**config.mk**
```make
export PLATFORM = sky130hd
export DESIGN_NAME = neq_check_monitor
export DESIGN_NICKNAME = d
export VERILOG_FILES = /design/src/rtl/neq_check_monitor.sv
export SDC_FILE = /design/constraint.sdc
export NUM_CORES = 1
export LEC_CHECK = 0
export ABC_AREA = 1
export CAP_MARGIN = 15
export CORE_MARGIN = 2
export CORE_UTILIZATION = 41
export DETAILED_ROUTE_END_ITERATION = 10
export GPL_TIMING_DRIVEN = 0
export PLACE_DENSITY_LB_ADDON = 0.3
export REMOVE_ABC_BUFFERS = 1
export SYNTH_ARGS = -nofsm -noshare
export SYNTH_HDL_FRONTEND = slang
export SYNTH_SLANG_ARGS = --single-unit
export TNS_END_PERCENT = 100
```
**constraint.sdc**
```tcl
create_clock -name clk -period 1.78 [get_ports clk]
set_input_delay 0.445 -clock clk [delete_from_list [all_inputs] [get_ports clk]]
set_output_delay 0.445 -clock clk [all_outputs]
set_load 0.03 [all_outputs]
```
**src/rtl/neq_check_monitor.sv**
```systemverilog
// Run-based checker for an upstream != stage: counts accepted vectors and
// mismatches against the golden compare, and records the first failing index.
module neq_check_monitor #(
  parameter int unsigned WIDTH   = 32,
  parameter int unsigned NUM_VEC = 5,
  parameter int unsigned CNT_W   = 16
) (
  input  logic             clk,
  input  logic             reset,
  input  logic             start,
  input  logic             in_valid,
  input  logic [WIDTH-1:0] a,
  input  logic [WIDTH-1:0] b,
  input  logic             neq_in,
  output logic             in_ready,
  output logic             busy,
  output logic             done,
  output logic             passed,
  output logic [CNT_W-1:0] vec_count,
  output logic [CNT_W-1:0] err_count,
  output logic [CNT_W-1:0] first_err_idx,
  output logic             first_err_vld
);

  typedef enum logic [1:0] {
    S_IDLE,
    S_RUN,
    S_DONE
  } state_t;

  localparam logic [CNT_W-1:0] LAST_IDX = CNT_W'(NUM_VEC - 1);
  localparam logic [CNT_W-1:0] ERR_MAX  = '1;

  state_t           state_q, state_d;
  logic [CNT_W-1:0] vec_q, vec_d;
  logic [CNT_W-1:0] err_q, err_d;
  logic [CNT_W-1:0] fidx_q, fidx_d;
  logic             fvld_q, fvld_d;

  logic accept;
  logic golden;
  logic mismatch;

  always_comb begin
    accept   = in_valid && (state_q == S_RUN);
    golden   = (a != b);
    // X/Z on the observed result must register as a failure, hence !==.
    mismatch = (neq_in !== golden);
  end

  always_comb begin
    state_d = state_q;
    vec_d   = vec_q;
    err_d   = err_q;
    fidx_d  = fidx_q;
    fvld_d  = fvld_q;
    unique case (state_q)
      S_IDLE, S_DONE: begin
        if (start) begin
          state_d = S_RUN;
          vec_d   = '0;
          err_d   = '0;
          fidx_d  = '0;
          fvld_d  = 1'b0;
        end
      end
      S_RUN: begin
        if (accept) begin
          vec_d = vec_q + CNT_W'(1);
          if (mismatch) begin
            if (err_q != ERR_MAX) begin
              err_d = err_q + CNT_W'(1);
            end
            if (!fvld_q) begin
              fidx_d = vec_q;
              fvld_d = 1'b1;
            end
          end
          if (vec_q == LAST_IDX) begin
            state_d = S_DONE;
          end
        end
      end
      default: state_d = S_IDLE;
    endcase
  end

  always_ff @(posedge clk) begin
    if (reset) begin
      state_q <= S_IDLE;
      vec_q   <= '0;
      err_q   <= '0;
      fidx_q  <= '0;
      fvld_q  <= 1'b0;
    end else begin
      state_q <= state_d;
      vec_q   <= vec_d;
      err_q   <= err_d;
      fidx_q  <= fidx_d;
      fvld_q  <= fvld_d;
    end
  end

  assign busy          = (state_q == S_RUN);
  assign done          = (state_q == S_DONE);
  assign in_ready      = busy;
  assign passed        = done && (err_q == '0);
  assign vec_count     = vec_q;
  assign err_count     = err_q;
  assign first_err_idx = fidx_q;
  assign first_err_vld = fvld_q;

endmodule
```
* Word-level counts from Yosys, hierarchy flattened *
Index checks and enable logic that the tools add are counted.

word-level totals
  input port bits = 69
  register bits = 51
  logic and storage cells = 49
  output and inout bits = 53

cells by class
  multiplexer cells = 19
  reduce and logical (&&, ||, !) cells = 11
  $add $sub $neg = 2
  eq/ne operators = 12

operators by type and width
  operator                                                number
  2-to-1 mux 16 bit                                       8
  case mux 16 bit (2 select lines)                        3
  adder 16 x 1 -> 16 bit (second input constant)          2
  inequality test 32 bit                                  1
  equality test 16 x 3 -> 1 bit (second input constant)   1
  zero test 16 bit                                        1
  inequality test 16 bit (second input constant)          1
  AND reduction 5 bit                                     2
  inequality test 2 x 1 -> 1 bit (second input constant)  4
  2-to-1 mux 2 bit                                        3
  AND reduction 3 bit                                     2
  inequality test 2 bit (second input constant)           2
  case mux 2 bit (2 select lines)                         1
  AND reduction 4 bit                                     1
  2-to-1 mux 1 bit                                        3
  equality test 2 x 1 -> 1 bit (second input constant)    1
  equality test 2 bit (second input constant)             1
  logical AND 1 bit                                       2
  zero test 2 bit                                         1
  case mux 1 bit (2 select lines)                         1
  nonzero test 2 bit                                      1
  OR reduction 2 bit                                      1
  case inequality test 1 bit                              1

* Longest topological paths before layout *
Gate-level depths: netlist (run 1).

  depth in word-level cells = 5
  gate-level depth with buffers = 14
  mapped depth without buffers = 14

* Worst setup path before layout (run 1) *
OpenSTA, ideal clock, no wires.

  path kind = register to output
  start point = register state_q[1]
  end point = output passed
  setup slack = -0.597 ns
  cell stages (with the launch flop) = 5
  path buffers = 0
  data arrival time = 1.932 ns
  data required time = 1.335 ns
  path through = dfxtp_1 -> inv_1 -> nor2_1 -> nand4_1 -> nor4_1

between the ends
  cells in the longest elaborated chain, start to end = 2

RTL lines
  element                   RTL line  text
  start: declaration        34        state_t state_q, state_d;
  start signal: assignment  96        state_q <= state_d;
  equality test 2 bit       105       assign done = (state_q == S_DONE);
  net done                  17        output logic done,
  logical AND 1 bit         107       assign passed = done && (err_q == '0);
  end: declaration          18        output logic passed,

The timed path passes the listed nets, and every way through them passes these cells.

* Worst setup path after layout (run 1) *
  start point = register err_q[0] (netlist: err_count[0])
  end point = output passed

between the ends
  cells in the longest elaborated chain, start to end = 2

RTL lines
  element                   RTL line  text
  start: declaration        36        logic [CNT_W-1:0] err_q, err_d;
  start signal: assignment  98        err_q <= err_d;
  zero test 16 bit          107
  logical AND 1 bit         107

No other way between the ends.

==> results of run 1 <==
layout by cell type (no fill, tap or decap), types with 3 or more instances in the layout:
master           instances
nor4_1                   3
clkdlybuf4s15_1         23
xnor2_1                  7
nor2_1                  72
nand2_1                143
clkbuf_2                43
nand2_4                  4
inv_1                   49
dlygate4sd2_1           37
xnor2_2                 13
dlymetal6s2s_1          14
o21a_1                   3
nand3_2                  7
nor2_4                   6
nand3_1                 39
nor2_2                  12
a21oi_1                 29
buf_4                   23
o21ai_0                  5
buf_6                    3
dfxtp_1                 39
xor2_1                  10
dfxtp_4                  4
inv_4                    4
dfxtp_2                  8
nand3_4                  5
nand2_2                 19
ha_1                     3
clkbuf_8                 6
nor3_1                   8
buf_12                   4
a21oi_2                 11
nand4_1                  5
flip-flops by register name, indices dropped and copies added (netlist names):
register and cells:
state_q 2, first_err_idx 16, err_count 16, vec_count 16, first_err_vld 1
Yosys cell counts, types with 2 or more instances:
library cell,number,area share
nor3_1,9,0.013
o21ai_0,5,0.0074
xnor2_1,20,0.052
buf_6,3,0.010
or2_1,2,0.0037
nor2_1,86,0.095
buf_4,2,0.0044
clkinv_1,3,0.0033
a211oi_1,2,0.0044
xor2_1,10,0.026
nand4_1,5,0.0092
nor3_2,2,0.0059
nor2_2,2,0.0037
inv_2,2,0.0022
nand3_1,46,0.068
nor4_1,4,0.0074
ha_1,4,0.015
nand2_1,164,0.18
buf_2,6,0.0089
o21a_1,3,0.0066
inv_1,54,0.060
clkbuf_1,5,0.0055
o221a_2,2,0.0066
a21oi_1,41,0.061
dfxtp_1,51,0.30
per-layer routing:
| metal | vias to the layer above | part of all wire | track usage |
|---|---|---|---|
| met4 | 0 | 0.034 | 0.0737 |
| met3 | 41 | 0.080 | 0.0431 |
| li1 | 2024 | - | - |
| met5 | - | 0 | 0 |
| met1 | 1904 | 0.39 | 0.272 |
| met2 | 222 | 0.50 | 0.414 |
power groups by stage:
| stage | registers (mW) | clock network [mW] | logic, mW |
|---|---|---|---|
| after CTS | 1.22 | 0.870 | 0.848 |
| after global routing | 1.24 | 0.914 | 1.00 |
| after global placement | 1.25 | 0 | 0.756 |
| after floorplan | 1.33 | 0 | 0.333 |
| after detailed placement | 1.25 | 0 | 0.777 |
| final | 1.23 | 0.872 | 0.927 |
final cells by class:
cell class	instances	area [um^2]	share of cell area
multi-input cells	422	2500	0.470
repair buffers	151	1270	0.239
flip-flops and latches	51	1050	0.197
inverters	59	246	0.0464
well taps	105	131	0.0247
clock buffers	6	82.6	0.0155
clock inverters	2	38.8	0.00729
logic make-up (layout without fill, tap and decap cells):
family | after synthesis | after routing | synth area share
simple gates | 327 | 333 | 0.411
flops | 51 | 51 | 0.301
xor+xnor | 30 | 30 | 0.0775
fa+ha+maj | 4 | 4 | 0.0148
buf+inv | 77 | 218 | 0.0997
compound gates | 55 | 55 | 0.0956
repair_timing:
action,CTS,global route
pin swaps,52,91
gates resized for setup,194,173
setup buffers,18,11
endpoints found under the hold margin,0,0
gates cloned,5,1
endpoints found under the setup margin,88,57
final timing paths:
check,from,cells after the start,to,slack [ps]
worst max-delay path,err_count[0],5,passed,-80
worst min-delay path,first_err_idx[3],2,first_err_idx[3],480
worst max register to register,err_count[2],8,err_count[10],-80
worst min register to register,first_err_idx[3],2,first_err_idx[3],480
worst min-delay path, stage by stage (launching register included):
cell	delay, ps
dfxtp_1	330
a21oi_1	40
nor2_1	80
stage by stage:
step                      worst slack, ps   util  total power, mW  hold WS (ps)
after floorplan                      -597      -             1.67           514
after global placement              -1740  0.567             2.00           460
after detailed placement            -1490  0.570             2.03           467
after CTS                            -137  0.632             2.94           491
after global routing                 -166  0.654             3.15           505
final                               -83.5  0.654             3.03           483
==> results_dict.tcl, run 1 <==
set metrics [dict create \
    setup_viol 4 \
    violations "setup timing" \
    internal-power_mw 2.05 \
    initial_core_util 0.417 \
    fin_skew_ps 8.81 \
    pwr-share-seq 0.406 \
    grt-ovfl-total 0 \
    grt_max_degree 22 \
    routed-via-count 4191 \
    min_path_type "reg -> reg" \
    avgRoutedWirePerCell_um 14.3 \
    wl_um 11400 \
    final_layout_size_suffix_gt1_frac 0.284 \
    fin_area_mm2 0.00532 \
    grt_pass1_vias 3594 \
    ys_types 36 \
    syn_area_mm2 0.00339 \
    rows 33 \
    path_cells "inv_4, ha_4, nand2_4, nor4_4, buf_6" \
    start_kind "register" \
    placed_area_mm2 0.00463 \
    io_pins 122 \
    rsz0062_at_grt "yes" \
    path_delay_family "flip-flops" \
    h-tree-depth 2 \
    finalHoldViolCount 0 \
    dpl.cell_count 753 \
    ant_nets 0 \
    hold_buffers 0 \
    tightest_slew_ps 598 \
    outcome "finished with violations" \
    min_period_ps 1860 \
    numPortBuffers 121 \
    die-area_mm2 0.00901 \
    cts_buffers 5 \
    via_per_inst 5.27 \
    synth_edf_count 0 \
    die_w_um 94.9 \
    ys_seq_area_frac 0.301 \
    timing.final.ws_setup_ps -83.5 \
    drc 0 \
    path_clk_slew_ps 100 \
    power_frac_clock 0.288 \
    clk_latency_ps 310 \
    gp_congestion 0.921 \
    hpwl_um 6840 \
    clk_path_buf_depth 2 \
    slew_violations 0 \
    grt_pass1_wl_um 16400 \
    syn_area_per_cell_um2 6.23 \
    worstSetupPathType "reg -> out" \
    core-area_mm2 0.00813 \
    critPathMaxFanout 5 \
    cap_violations 0 \
    first_pass_iters 5 \
    endpoint_kind "output pin" \
    max_freq_ghz 0.537 \
    period_share 1.05 \
    num_antenna_cells 0 \
    power.net_switching_uw 981 \
    final_nets 763 \
    worst-path-buf-inv 2 \
    clock-sinks 51 \
    ys_ff_latch 51 \
    cts_tree "yes" \
    synth_async_sr_flop_share 0 \
    switching_share 0.324 \
    slew_headroom 0.601 \
    dieHeight_um 94.9 \
    pwr-share-comb 0.306 \
    powerDensity_mw_per_mm2 570 \
    drtIter0Drc 322 \
    clockRootBuffer "clkbuf_8" \
    grtUsageTotal 0.229 \
    antenna_found_initial 0 \
    netlist_instances 544 \
    synth_top_flop_cell "dfxtp_1" \
    fin_setup_tns_ps -178 \
    fill_cells 681 \
    arrival_ps 1420 \
    synthToLayoutAreaGrowth_pct 56.9 \
    fin_cells 796 \
    cp_slowest_cell "dfxtp_4" \
    cp_slowest_stage_delay_ps 380 \
    leakagePower_nw 2.58 \
    worstPathRequired_ps 1330 \
    yosysWarnings 0 \
    peakVddDrop_uv 433 \
]
No activity file was read; power rests on OpenSTA's default activity.
==> inputs of run 2 (changes only) <==
--- a/config.mk
+++ b/config.mk
@@ -6,7 +6,6 @@
 export NUM_CORES = 1
 export LEC_CHECK = 0
 export ABC_AREA = 1
-export CAP_MARGIN = 15
 export CORE_MARGIN = 2
 export CORE_UTILIZATION = 41
 export DETAILED_ROUTE_END_ITERATION = 10
==> results_dict.tcl, run 2 (synthesis results as in run 1) <==
set metrics [dict create \
    leakagePower_nw 2.58 \
    gp_congestion 0.921 \
    outcome "finished with violations" \
    arrival_ps 1420 \
    power_frac_clock 0.288 \
    final_layout_size_suffix_gt1_frac 0.284 \
    h-tree-depth 2 \
    endpoint_kind "output pin" \
    die_w_um 94.9 \
    path_clk_slew_ps 100 \
    via_per_inst 5.27 \
    die-area_mm2 0.00901 \
    min_period_ps 1860 \
    top_layer "met4" \
    seq_area_mm2 0.00105 \
    finalHoldViolCount 0 \
    numPortBuffers 121 \
    mostFrequentLayoutCell "nand2_1" \
    period_share 1.05 \
    io_pins 122 \
    timing.final.ws_setup_ps -83.5 \
    core-area_mm2 0.00813 \
    drtIter0Drc 322 \
    cp_slowest_cell "dfxtp_4" \
    wl_met1_um 4440 \
    cts_tree "yes" \
    clock-sinks 51 \
    clockRootBuffer "clkbuf_8" \
    cp_slowest_stage_delay_ps 380 \
    worstPathRequired_ps 1330 \
    slew_headroom 0.601 \
    pwr-share-seq 0.406 \
    max_freq_ghz 0.537 \
    clk_path_buf_depth 2 \
    violations "setup timing" \
    met2_length_um 5680 \
    start_kind "register" \
    placed_area_mm2 0.00463 \
    pwr-share-comb 0.306 \
    grt-ovfl-total 0 \
    hold_buffers 0 \
    slew_violations 0 \
    fill_cells 681 \
    tightest_slew_ps 598 \
    internal-power_mw 2.05 \
    fin_area_mm2 0.00532 \
    worstSetupPathType "reg -> out" \
    num_antenna_cells 0 \
    cap_violations 0 \
    avgRoutedWirePerCell_um 14.3 \
    ant_nets 0 \
    grt_max_degree 22 \
    wl_met3_um 909 \
    p_total_mw 3.03 \
    cts_buffers 5 \
    whs_ps 483 \
    first_pass_iters 5 \
    path_delay_family "flip-flops" \
    synthToLayoutAreaGrowth_pct 56.9 \
    final_nets 763 \
    clk_latency_ps 310 \
    initial_core_util 0.417 \
    worst-path-buf-inv 2 \
    hpwl_um 6840 \
    switching_share 0.324 \
    grt_pass1_vias 3594 \
    dieHeight_um 94.9 \
    antenna_found_initial 0 \
    setup_viol 4 \
    routed-via-count 4191 \
    critPathMaxFanout 5 \
    power.net_switching_uw 981 \
    grtUsageTotal 0.229 \
    powerDensity_mw_per_mm2 570 \
    peakVddDrop_uv 433 \
    rsz0062_at_grt "yes" \
    min_path_type "reg -> reg" \
    fin_skew_ps 8.81 \
    drc 0 \
    layout_common_cells "nand2_1, nor2_1, inv_1" \
    rows 33 \
    wl_um 11400 \
    path_cells "inv_4, ha_4, nand2_4, nor4_4, buf_6" \
    multiInputGateArea_mm2 0.00250 \
    grt_pass1_wl_um 16400 \
]
[run 2: cell counts in the layout (fill, tap and decap cells not counted)]
Identical to the previous run, type by type.
[run 2: worst reg2reg max path: stages (launching register included)]
cell     delay [ps]
dfxtp_1         470
inv_1           130
nor4_1          500
nand3_1         120
nand2_1          80
nand2_1          60
nor2_1          140
nand3_1         120
a21oi_1         170
[run 2: worst paths after layout]
kind	endpoint	cells past startpoint	slack, ps	from
min	first_err_idx[3]	2	480	first_err_idx[3]
min reg2reg	first_err_idx[3]	2	480	first_err_idx[3]
max	passed	5	-80	err_count[0]
max reg2reg	err_count[10]	8	-80	err_count[2]
[run 2: metrics by stage]
| stage | setup slack [ps] | cells | TNS (ps) | utilization |
|---|---|---|---|---|
| global placement | -1740 | 752 | -69360 | 0.567 |
| finish | -83.5 | 796 | -178 | 0.654 |
| detailed placement | -1490 | 753 | -63130 | 0.570 |
| floorplan | -597 | 526 | -16550 | - |
| global route | -166 | 796 | -993 | 0.654 |
| CTS | -137 | 784 | -137 | 0.632 |
[run 2: power by group through the flow]
stage / clock network [mW] / logic [mW] / registers [mW]
3_5_place_dp: 0 / 0.777 / 1.25
5_1_grt: 0.914 / 1.00 / 1.24
4_1_cts: 0.870 / 0.848 / 1.22
6_report: 0.872 / 0.927 / 1.23
2_1_floorplan: 0 / 0.333 / 1.33
3_3_place_gp: 0 / 0.756 / 1.25
[run 2: repair_timing]
action,4_1_cts,5_1_grt
endpoints found under the setup margin,88,57
setup buffers,18,11
resized for setup,194,173
gates cloned,5,1
pin swaps,52,91
[run 2: metal layers]
layer  vias up  GRT usage
met5         -          0
met4         0     0.0737
met3        41     0.0431
met2       222      0.414
met1      1904      0.272
li1       2024          -
[run 2: cell type report]
class / instances / share of cell area
timing repair buffer: 151 / 0.239
tap: 105 / 0.0247
clock buffer: 6 / 0.0155
inverter: 59 / 0.0464
clock inverter: 2 / 0.00729
sequential: 51 / 0.197
multi-input combinational: 422 / 0.470
